<file path="config.mk">
export PLATFORM = sky130hd
export DESIGN_NAME = fft_pipe_ctrl
export DESIGN_NICKNAME = d
export VERILOG_FILES = /design/src/rtl/fft_pkg.sv /design/src/rtl/fft_vld_pipe.sv /design/src/rtl/fft_pipe_ctrl.sv
export SDC_FILE = /design/constraint.sdc
export NUM_CORES = 1
export LEC_CHECK = 0
export CORE_MARGIN = 1.5
export CORE_UTILIZATION = 30
export DETAILED_ROUTE_END_ITERATION = 10
export GPL_ROUTABILITY_DRIVEN = 0
export HOLD_SLACK_MARGIN = 0.1
export PLACE_DENSITY = 0.46
export SKIP_CTS_REPAIR_TIMING = 1
export SLEW_MARGIN = 5
export SYNTH_ARGS = -nofsm -noshare
export SYNTH_HDL_FRONTEND = slang
export SYNTH_SLANG_ARGS = --single-unit
export TNS_END_PERCENT = 100
</file>
<file path="constraint.sdc">
create_clock -name clk -period 4.7 [get_ports clk]
set_input_delay 0.705 -clock clk [delete_from_list [all_inputs] [get_ports clk]]
set_output_delay 0.705 -clock clk [all_outputs]
set_load 0.1 [all_outputs]
</file>
<file path="src/rtl/fft_pkg.sv">
// Shared definitions for the FFT pipeline controller and its datapath:
// controller states, default geometry and the complex lane count.
package fft_pkg;

   typedef enum logic [1:0] {
      IDLE  = 2'd0,
      RUN   = 2'd1,
      DRAIN = 2'd2
   } fft_state_t;

   localparam int FFT_NSTAGE_DEF = 5;
   localparam int FFT_CW_DEF     = 16;
   localparam int FFT_LANES      = 32;

endpackage

</file>
<file path="src/rtl/fft_vld_pipe.sv">
// Valid-token shift register that mirrors the FFT datapath stage registers.
// All stages load together on en; flush empties the whole chain on the next edge.
module fft_vld_pipe #(
   parameter int NSTAGE = 5
) (
   input  logic              clk,
   input  logic              arstb,
   input  logic              en,
   input  logic              flush,
   input  logic              din,
   output logic [NSTAGE-1:0] vld
);

   // Bit 0 takes the newly accepted token, higher bits follow the stage chain.
   always_ff @(posedge clk or negedge arstb) begin
      if (!arstb) begin
         vld <= '0;
      end else if (flush) begin
         vld <= '0;
      end else if (en) begin
         vld <= (vld << 1) | NSTAGE'(din);
      end
   end

endmodule

</file>
<file path="src/rtl/fft_pipe_ctrl.sv">
// Job sequencer for the FFT stage chain: valid/ready flow control, common stage enable,
// frame counting and done/abort reporting. Define FFT_CTRL_PERF_EN to add the stall_cnt output.
module fft_pipe_ctrl
   import fft_pkg::*;
#(
   parameter int NSTAGE = FFT_NSTAGE_DEF,
   parameter int CW     = FFT_CW_DEF
) (
   input  logic              clk,
   input  logic              arstb,
   input  logic              rstb,
   input  logic              start,
   input  logic [CW-1:0]     cfg_nframes,
   input  logic              abort,
   input  logic              in_valid,
   output logic              in_ready,
   input  logic              out_ready,
   output logic              out_valid,
   output logic              stage_en,
   output logic [NSTAGE-1:0] stage_vld,
   output logic              busy,
   output logic              done,
   output logic              done_abort
`ifdef FFT_CTRL_PERF_EN
   ,
   output logic [31:0]       stall_cnt
`endif
);

   fft_state_t    state;
   logic [CW-1:0] acc_cnt;
   logic [CW-1:0] out_cnt;
   logic [CW-1:0] nframes_q;
   logic [CW-1:0] last_idx;
   logic          advance;
   logic          in_hs;
   logic          out_hs;
   logic          flush;

   // The whole chain moves unless the last stage holds a frame the sink refuses.
   assign advance   = !stage_vld[NSTAGE-1] | out_ready;
   assign stage_en  = advance;
   assign out_valid = stage_vld[NSTAGE-1];
   assign busy      = (state != IDLE);
   assign in_ready  = (state == RUN) & advance;
   assign in_hs     = in_valid & in_ready;
   assign out_hs    = out_valid & out_ready;
   assign last_idx  = nframes_q - CW'(1);
   assign flush     = !rstb | (busy & abort);

   fft_vld_pipe #(
      .NSTAGE (NSTAGE)
   ) u_vld_pipe (
      .clk   (clk),
      .arstb (arstb),
      .en    (advance),
      .flush (flush),
      .din   (in_hs),
      .vld   (stage_vld)
   );

   // Job FSM with frame counters; an abort while busy discards that cycle's handshakes.
   always_ff @(posedge clk or negedge arstb) begin
      if (!arstb) begin
         state      <= IDLE;
         acc_cnt    <= '0;
         out_cnt    <= '0;
         nframes_q  <= '0;
         done       <= 1'b0;
         done_abort <= 1'b0;
      end else if (!rstb) begin
         state      <= IDLE;
         acc_cnt    <= '0;
         out_cnt    <= '0;
         nframes_q  <= '0;
         done       <= 1'b0;
         done_abort <= 1'b0;
      end else begin
         done       <= 1'b0;
         done_abort <= 1'b0;
         case (state)
            IDLE: begin
               if (start) begin
                  if (cfg_nframes != '0) begin
                     nframes_q <= cfg_nframes;
                     acc_cnt   <= '0;
                     out_cnt   <= '0;
                     state     <= RUN;
                  end else begin
                     done <= 1'b1;
                  end
               end
            end
            RUN, DRAIN: begin
               if (abort) begin
                  state      <= IDLE;
                  done       <= 1'b1;
                  done_abort <= 1'b1;
               end else begin
                  if (in_hs) begin
                     acc_cnt <= acc_cnt + CW'(1);
                  end
                  if (out_hs) begin
                     out_cnt <= out_cnt + CW'(1);
                  end
                  if (state == RUN && in_hs && acc_cnt == last_idx) begin
                     state <= DRAIN;
                  end
                  if (state == DRAIN && out_hs && out_cnt == last_idx) begin
                     state <= IDLE;
                     done  <= 1'b1;
                  end
               end
            end
            default: begin
               state <= IDLE;
            end
         endcase
      end
   end

`ifdef FFT_CTRL_PERF_EN
   // Saturating count of cycles where a busy job is blocked by the sink.
   always_ff @(posedge clk or negedge arstb) begin
      if (!arstb) begin
         stall_cnt <= '0;
      end else if (!rstb) begin
         stall_cnt <= '0;
      end else if (state == IDLE && start) begin
         stall_cnt <= '0;
      end else if (busy && out_valid && !out_ready && stall_cnt != 32'hFFFF_FFFF) begin
         stall_cnt <= stall_cnt + 32'd1;
      end
   end
`endif

endmodule

</file>
==> metrics.cfg <==
[outcome]
status = finished clean

[timing]
slew_headroom = 0.3165
finalCritPeriodShare = 0.7636
clock.fmax_mhz = 278.6
slew_violations = 0
worst_slew_pin_slew_ns = 1.021
finalSetupTns_ns = 0
setup_viol = 0
grt_setup_unrepaired = false
fin_skew_ns = 0.005653
fin_ws_ns = 1.111
finalCriticalPeriod_ns = 3.589
hold_viol_final = 0

[drt]
drt_iter0_markers = 217
vias = 3390
drt-pass1-iter-count = 4
drc = 0
detail-route-antenna-nets = 0
via_per_inst = 5.191
post_drt_wl_per_cell_um = 17.36
drt-total-wl_um = 11340

[cts]
clk_path_buf_depth = 2
clock_sinks = 57
clk_latency_ns = 0.33
cts.htree.levels = 3
cts_buffers = 9
cts_tree = built
cts.reportedPaths.clkPinSlew_ns = 0.05
root_buffer = clkbuf_16

[placement]
dp_slack_ns = 0.9428
dp.cells = 638
hpwl_um = 8386
io_buffers = 33
placed_area_um2 = 4418

[setup_path]
critPathKind = in2out
cp_common_cell = clkdlybuf4s50_1
startpoint_type = input pin
cp_max_fo = 7
crit_required_ns = 3.99
critPathCaptureType = primary output
r2r_slack_ns = 1.33
cp_top_family = buffers and inverters
max_stage_delay_ns = 0.96
arrival_ns = 2.88
path_buf_inv = 3
worst_path_max_delay_cell = clkdlybuf4s50_1
worstPathCellList = clkdlybuf4s50_1 > nor2b_1 > inv_1 > and2_1 > clkdlybuf4s50_1

[cells_and_area]
nets = 507
areaGrowthSynthToFinish_pct = 19.09
post-route-util = 0.3706
regArea_um2 = 1426
stdcell_count = 653
drive_above_1_share = 0.07484
layout_common_cells = dfrtp_1 (57), nor2_1 (46), nand2_1 (38), clkdlybuf4s50_1 (32)
n_fill_cell = 1348
n_antenna_cell = 0
final_common_cell = dfrtp_1
final_area_um2 = 4715
multi_input_area_um2 = 2369

[job]
cap_violations = 0

[synthesis]
synthesis.instances = 457
async_reset_ff_frac = 1.000
synth_seq_area_share = 0.3603
synth_warnings = 0
syn_area_um2 = 3959
synthFlopType = dfrtp_1
synth_edf_count = 0
synth_area_per_cell_um2 = 8.663
syn_nets = 487
synthDistinctLibCells = 62
synth_seq_cells = 57

[global_route]
antenna_found_initial = 0
busiest_layer = met2
use_met1 = 0.2443
grt_max_degree = 58
grt_use_total = 0.1742
grt_util_met3 = 0.03731
use_met2 = 0.2749
grt_pass1_wl_um = 18980
overflow = 0
grt_pass1_vias = 3432

[power]
ir_worst_vdd_uv = 164.9
p_per_area_nw_per_um2 = 339.2
leakagePower_uw = 0.001848

[floorplanning]
die_h_um = 117.9
pin_count = 34
start_util = 0.3112
row_count = 41
core_um2 = 12720
dieArea_um2 = 13890
die_w_um = 117.9

[worst_hold_path]
hold_path_class = in2async

## sequential cells by signal (all words and copies together) (netlist names)
| signal | count |
|---|---|
| out_cnt | 16 |
| acc_cnt | 16 |
| done | 1 |
| u_vld_pipe.vld | 5 |
| nframes_q | 16 |
| done_abort | 1 |
| state | 2 |
## logic make-up (layout without fill, tap and decap cells)
kind of cell | after synthesis | count (layout) | synth area share
AOI/OAI and AO/OA | 86 | 86 | 0.1451
and+or+nand+nor | 199 | 199 | 0.2699
DFF | 57 | 57 | 0.3603
muxes | 18 | 18 | 0.04614
adders and majority gates | 7 | 7 | 0.02212
xor gates and xnor gates | 48 | 48 | 0.1131
buffers and inverters | 42 | 66 | 0.04330
## cell usage after synthesis (3+ instances only)
| library cell | count | area share |
|---|---|---|
| dfrtp_1 | 57 | 0.36 |
| nor2_1 | 46 | 0.044 |
| nand2_1 | 38 | 0.036 |
| o21ai_0 | 30 | 0.038 |
| xnor2_1 | 30 | 0.066 |
| nor2b_1 | 26 | 0.041 |
| clkbuf_1 | 23 | 0.022 |
| nand3_1 | 19 | 0.024 |
| a21oi_1 | 17 | 0.021 |
| mux2i_1 | 16 | 0.040 |
| xor2_1 | 16 | 0.035 |
| inv_1 | 14 | 0.013 |
| nor3_1 | 11 | 0.014 |
| nand4_1 | 9 | 0.014 |
| nor4_1 | 9 | 0.014 |
| ha_1 | 7 | 0.022 |
| or3_1 | 7 | 0.011 |
| a31oi_1 | 6 | 0.0095 |
| and2_1 | 4 | 0.0063 |
| and3_1 | 4 | 0.0063 |
| o2111ai_1 | 4 | 0.0088 |
| o21a_1 | 4 | 0.0076 |
| o41ai_1 | 4 | 0.0088 |
| or4_1 | 4 | 0.0076 |
| a2bb2oi_1 | 3 | 0.0066 |
| nand2b_1 | 3 | 0.0047 |
| o31ai_1 | 3 | 0.0057 |
## worst register-to-register path: stages (launching register included)
cell and delay [ns]:
dfrtp_1 0.39, inv_1 0.12, ha_1 0.30, nand2_1 0.18, a41oi_2 0.18, buf_4 0.33
o21ai_0 0.18, and2_1 0.31, or4b_1 0.74, or3_1 0.41, a21oi_1 0.14
## per-stage QoR
| stage | power [uW] | hold slack [ns] |
|---|---|---|
| final | 1599 | 0.5242 |
| after detailed placement | 941.9 | 0.5297 |
| after floorplan | 829.6 | 0.4094 |
| after CTS | 1612 | 0.5469 |
| after global placement | 942.3 | 0.5397 |
| after global routing | 1679 | 0.5735 |
## layer usage
layer,part of all wire,vias up
met3,0.045,8
met5,0,-
met4,0.0083,0
li1,-,1650
met1,0.49,1657
met2,0.46,75
## worst paths after layout
| kind | from | to | cells after the start |
|---|---|---|---|
| hold / removal | arstb | acc_cnt[8]$_DFFE_PN0P_ | 2 |
| min in group clk | u_vld_pipe.vld[3]$_DFFE_PN0P_ | u_vld_pipe.vld[4]$_DFFE_PN0P_ | 2 |
| max in group asynchronous | arstb | nframes_q[13]$_DFFE_PN0P_ | 2 |
| setup reg to reg | state[0]$_DFFE_PN0P_ | acc_cnt[10]$_DFFE_PN0P_ | 10 |
| setup / recovery | out_ready | in_ready | 5 |
| hold reg to reg | u_vld_pipe.vld[3]$_DFFE_PN0P_ | u_vld_pipe.vld[4]$_DFFE_PN0P_ | 2 |
## area by class of cell
| cell class | count | area share |
|---|---|---|
| Inverter | 14 | 0.01115 |
| Multi-Input combinational cell | 358 | 0.5024 |
| Timing Repair Buffer | 37 | 0.07537 |
| Clock buffer | 12 | 0.05441 |
| Sequential cell | 57 | 0.3025 |
| Tap cell | 172 | 0.04565 |
| Clock inverter | 3 | 0.008493 |
## power by group
group	internal [uW]	leakage (uW)	total, uW	switching (uW)
clock network	434	0.000148	663	229
logic	153	0.000915	397	244
registers	507	0.000785	539	31.9
No activity file was read; power rests on OpenSTA's default activity.
==> edit 1, RTL diff (same flow settings) <==
The package constant `FFT_NSTAGE_DEF` goes from 5 to 10.
--- a/src/rtl/fft_pkg.sv
+++ b/src/rtl/fft_pkg.sv
@@ -9,5 +9,5 @@
    } fft_state_t;
 
-   localparam int FFT_NSTAGE_DEF = 5;
+   localparam int FFT_NSTAGE_DEF = 10;
    localparam int FFT_CW_DEF     = 16;
    localparam int FFT_LANES      = 32;
Ports: changed (resized stage_vld); port bits go from 34 to 39. No check against the original RTL was run, so the function may have changed too.
==> edit 1 against the original RTL <==
- register-to-register slack improved by 0.08 ns
- routed wire length fell by 6.7%
- final area rose by 0.50%
- utilization rose by 0.64 points
- power rose by 2.5%
- synthesized cell count fell by 4.2%
- sequential cell count rose by 5
- area after synthesis fell by 2.8%
- setup slack improved by 0.30 ns
==> edit 1: results (changes against the original RTL) <==
\begin{tabular}{lr}
\hline
Metric & Value \\
\hline
\multicolumn{2}{l}{\textbf{Layout}} \\
Post-layout net count & 502 (-0.99\%) \\
Fillcell total & 1318 (-2.2\%) \\
Share of layout cells above drive strength 1 & 6.71\% (-0.78 points) \\
Ant diodes & 0 (unchanged) \\
\multicolumn{2}{l}{\textbf{Worst setup path}} \\
R2r setup slk & 1.41 ns (+0.08 ns) \\
Reg-to-reg startpoint & nframes\_q[3] \\
Worst Setup EP & state[1] \\
Cells on worst reg2reg path & 8 (-2) \\
CP Data Arrival Time & 3.55 ns (+0.67 ns) \\
CP Max Fanout & 12 (+5) \\
Type of the worst setup path & flip-flop to flip-flop \\
\multicolumn{2}{l}{\textbf{Synthesis}} \\
Adder-cell area share of the yosys netlist & 2.28\% (+0.064 points) \\
Synthesized area divided by synthesized cell count & 8.78 um\^{}2 (+1.4\%) \\
Distinct cell type count of the synthesized netlist & 50 (-19\%) \\
XOR/XNOR share of the synthesized area & 13.2\% (+1.9 points) \\
Most frequent cells after synthesis & 62 x sky130\_fd\_sc\_hd\_\_dfrtp\_1, 47 x sky130\_fd\_sc\_hd\_\_nand2\_1, 37 x sky130\_fd\_sc\_hd\_\_xnor2\_1 \\
Multiplexer area fraction after synthesis & 3.12\% (-1.5 points) \\
Synth top area cells & sky130\_fd\_sc\_hd\_\_dfrtp\_1 40\%, sky130\_fd\_sc\_hd\_\_xnor2\_1 8.4\%, sky130\_fd\_sc\_hd\_\_xor2\_1 4.8\% \\
Fraction of the mapped netlist area in compound gates & 13.2\% (-1.3 points) \\
Number of nets in the synthesized netlist & 468 (-3.9\%) \\
Sequential cell area fraction in the yosys report & 40.3\% (+4.3 points) \\
\multicolumn{2}{l}{\textbf{Global routing}} \\
Met2 capacity usage during global routing & 26.0\% (-1.5 points) \\
Combined global-route utilization of all metal layers & 17.2\% (-0.21 points) \\
Via count of the first global-routing pass & 3116 (-9.2\%) \\
Maximum number of pins on one net before global-route repair & 63 (+8.6\%) \\
Met3 GRT Util & 3.79\% (+0.058 points) \\
Global-route wire length before repair & 17400 um (-8.3\%) \\
Met1 track demand over resource in global routing & 24.3\% (-0.11 points) \\
\multicolumn{2}{l}{\textbf{STA}} \\
Final worst clock skew & 0.00669 ns (+0.00104 ns) \\
\multicolumn{2}{l}{\textbf{Route}} \\
Initial DRT Pass Iterations & 5 (+1) \\
Routed vias & 3265 (-3.7\%) \\
Initial DRC count & 162 (-25\%) \\
\multicolumn{2}{l}{\textbf{Clocking}} \\
Clk buf depth & 2 (unchanged) \\
\multicolumn{2}{l}{\textbf{Run status}} \\
Run status & finished clean \\
\multicolumn{2}{l}{\textbf{Placement}} \\
Count of input and output buffers & 38 (+15\%) \\
Number of cells in the design after placement & 633 (-0.78\%) \\
\multicolumn{2}{l}{\textbf{Pwr}} \\
Cell leakage power & 0.00197 uW (+6.7\%) \\
Switching power & 457 uW (-9.5\%) \\
Worst IR drop on VDD & 0.000288 V (+75\%) \\
\hline
\end{tabular}
-- edit 1: worst min-delay path by stage --
| stage | start | to | slack (ns) | cells past startpoint |
|---|---|---|---|---|
| 2_1_floorplan | arstb | acc_cnt[0] | 0.41 | 0 |
| 3_3_place_gp | u_vld_pipe.vld[8] | u_vld_pipe.vld[9] | 0.53 | 2 |
| 3_5_place_dp | u_vld_pipe.vld[8] | u_vld_pipe.vld[9] | 0.53 | 2 |
| 4_1_cts | u_vld_pipe.vld[2] | u_vld_pipe.vld[2] | 0.54 | 2 |
| 5_1_grt | u_vld_pipe.vld[4] | u_vld_pipe.vld[5] | 0.57 | 2 |
| 6_report | arstb | acc_cnt[8] | 0.52 | 2 |
-- edit 1: worst max-delay path, cell delays in order (launching register included) --
cell,delay [ns]
sky130_fd_sc_hd__dfrtp_1,0.53
sky130_fd_sc_hd__or4_1,0.70
sky130_fd_sc_hd__nor4_1,0.60
sky130_fd_sc_hd__xor2_1,0.22
sky130_fd_sc_hd__o21ai_0,0.22
sky130_fd_sc_hd__nand4_1,0.10
sky130_fd_sc_hd__or4_4,0.52
sky130_fd_sc_hd__nor3_1,0.19
sky130_fd_sc_hd__o2bb2ai_1,0.13
-- edit 1: cells by family (layout without fill, tap and decap cells) --
| logic type | count (synthesis) | count (layout) |
|---|---|---|
| AOI/OAI and AO/OA | 81 | 81 |
| xor gates and xnor gates | 58 | 58 |
| adders and majority gates | 7 | 7 |
| buffers and inverters | 38 | 77 |
| DFF | 62 | 62 |
| muxes | 12 | 12 |
| and+or+nand+nor | 180 | 180 |
-- edit 1: cell type report --
cell class | instances | area, um^2 | area share (%)
clock buffer | 9 | 225 | 4.75
clock inverter | 7 | 123 | 2.59
inverter | 16 | 60.1 | 1.27
multi-input combinational | 338 | 2140 | 45.2
sequential | 62 | 1550 | 32.7
tap | 172 | 215 | 4.54
timing repair buffer | 45 | 423 | 8.93
-- edit 1: metrics by stage --
stage	worst slack (ns)	cell area, um^2
after CTS	1.42	4740
after global placement	1.26	4390
final	1.41	4740
after floorplan	0.805	3850
after global routing	1.16	4740
after detailed placement	1.23	4390
-- edit 1: layer usage --
metal  vias to the layer above  part of all wire (%)
met4                         0                   1.1
met3                        13                   3.9
met1                      1565                    50
li1                       1611                     -
met2                        76                    45
met5                         -                     0
-- edit 1: power by group through the flow --
stage | registers (uW) | clock network [uW] | logic (uW)
after CTS | 576 | 796 | 289
after detailed placement | 586 | 0 | 288
final | 577 | 775 | 287
after global placement | 586 | 0 | 286
after global routing | 579 | 816 | 318
after floorplan | 581 | 0 | 200
==> edit 2, RTL diff (config.mk and constraints unchanged) <==
Made on the original files. Encoding of `fft_state_t`: now one-hot (3 bits for 3 states).
--- a/src/rtl/fft_pkg.sv
+++ b/src/rtl/fft_pkg.sv
@@ -3,8 +3,8 @@
 package fft_pkg;
 
-   typedef enum logic [1:0] {
-      IDLE  = 2'd0,
-      RUN   = 2'd1,
-      DRAIN = 2'd2
+   typedef enum logic [2:0] {
+      IDLE  = 3'b001,
+      RUN   = 3'b010,
+      DRAIN = 3'b100
    } fft_state_t;
 
Behaviour: no difference found for any inputs over 4 cycles, from zero or initial values and one cycle with arstb low; so few cycles prove little.
==> edit 2 against the original RTL <==
- setup slack improved by 0.12 ns
- final area fell by 5.8%
- routed wire length fell by 7.2%
- power fell by 15%
- sequential cell count rose by 1
- largest cell class unchanged
- sequential power barely moved
- critical path depth fell by 1
- area after synthesis fell by 5.6%
- hold slack improved by 0.0048 ns
==> edit 2: results (changes against the original RTL) <==
\begin{tabular}{lr}
\hline
Metric & Value \\
\hline
\multicolumn{2}{l}{\textbf{Layout}} \\
Count of sequential standard cells & 58 (+1.8\%) \\
Final Util & 36.8\% (-0.25 points) \\
Share of layout cells above drive strength 1 & 6.15\% (-1.3 points) \\
Clock-cell share of area & 5.83\% (-0.46 points) \\
Number of multi-input combinational cells & 330 (-7.8\%) \\
Fillcell total & 1241 (-7.9\%) \\
Sequential fraction of total cell area & 32.7\% (+2.5 points) \\
\multicolumn{2}{l}{\textbf{Synthesis}} \\
Gate Count Post-Synth & 424 (-7.2\%) \\
Multiplexer area fraction after synthesis & 3.75\% (-0.86 points) \\
Number of nets in the synthesized netlist & 450 (-7.6\%) \\
Distinct cell type count of the synthesized netlist & 59 (-4.8\%) \\
Fraction of the mapped netlist area in compound gates & 14.3\% (-0.21 points) \\
Sequential cell area fraction in the yosys report & 38.9\% (+2.9 points) \\
\multicolumn{2}{l}{\textbf{Run status}} \\
Run status & finished clean \\
\multicolumn{2}{l}{\textbf{Global routing}} \\
Global-route wire length before repair & 17100 um (-10\%) \\
Met2 capacity usage during global routing & 26.4\% (-1.1 points) \\
Combined global-route utilization of all metal layers & 17.3\% (-0.17 points) \\
Met1 track demand over resource in global routing & 24.4\% (-0.072 points) \\
Maximum number of pins on one net before global-route repair & 59 (+1.7\%) \\
\multicolumn{2}{l}{\textbf{Worst setup path}} \\
Worst path max stage delay & 0.99 ns (+0.03 ns) \\
Crit Reg-Reg Endpoint & state[2] \\
\multicolumn{2}{l}{\textbf{Placement}} \\
Number of cells in the design after placement & 609 (-4.5\%) \\
Instance area at placement & 4180 um\^{}2 (-5.4\%) \\
Detailed placement HPWL & 7980 um (-4.9\%) \\
Dpl ws & 1.22 ns (+0.280 ns) \\
\multicolumn{2}{l}{\textbf{Route}} \\
Detailed route wirelength on metal3 & 380 um (-25\%) \\
Routed vias & 3118 (-8.0\%) \\
\multicolumn{2}{l}{\textbf{STA}} \\
Remaining max-slew budget at the tightest pin & 35.0\% (+3.4 points) \\
Post-route setup slack & 1.23 ns (+0.121 ns) \\
\hline
\end{tabular}
[edit 2: cell types whose count changed after synthesis, moves of 4 or more]
cell	before	now
sky130_fd_sc_hd__a21oi_1	17	13
sky130_fd_sc_hd__nand2_1	38	33
sky130_fd_sc_hd__clkbuf_1	23	10
sky130_fd_sc_hd__nor3_1	11	16
sky130_fd_sc_hd__ha_1	7	3
sky130_fd_sc_hd__xor2_1	16	25
sky130_fd_sc_hd__nor2_1	46	56
sky130_fd_sc_hd__o21a_1	4	0
sky130_fd_sc_hd__and3_1	4	8
sky130_fd_sc_hd__nor2b_1	26	4
[edit 2: where the power goes]
| part | switching [uW] | total (uW) | internal (uW) |
|---|---|---|---|
| registers | 26.2 | 537 | 511 |
| clock network | 215 | 574 | 360 |
| logic | 150 | 250 | 99.9 |
| total | 390 | 1360 | 971 |
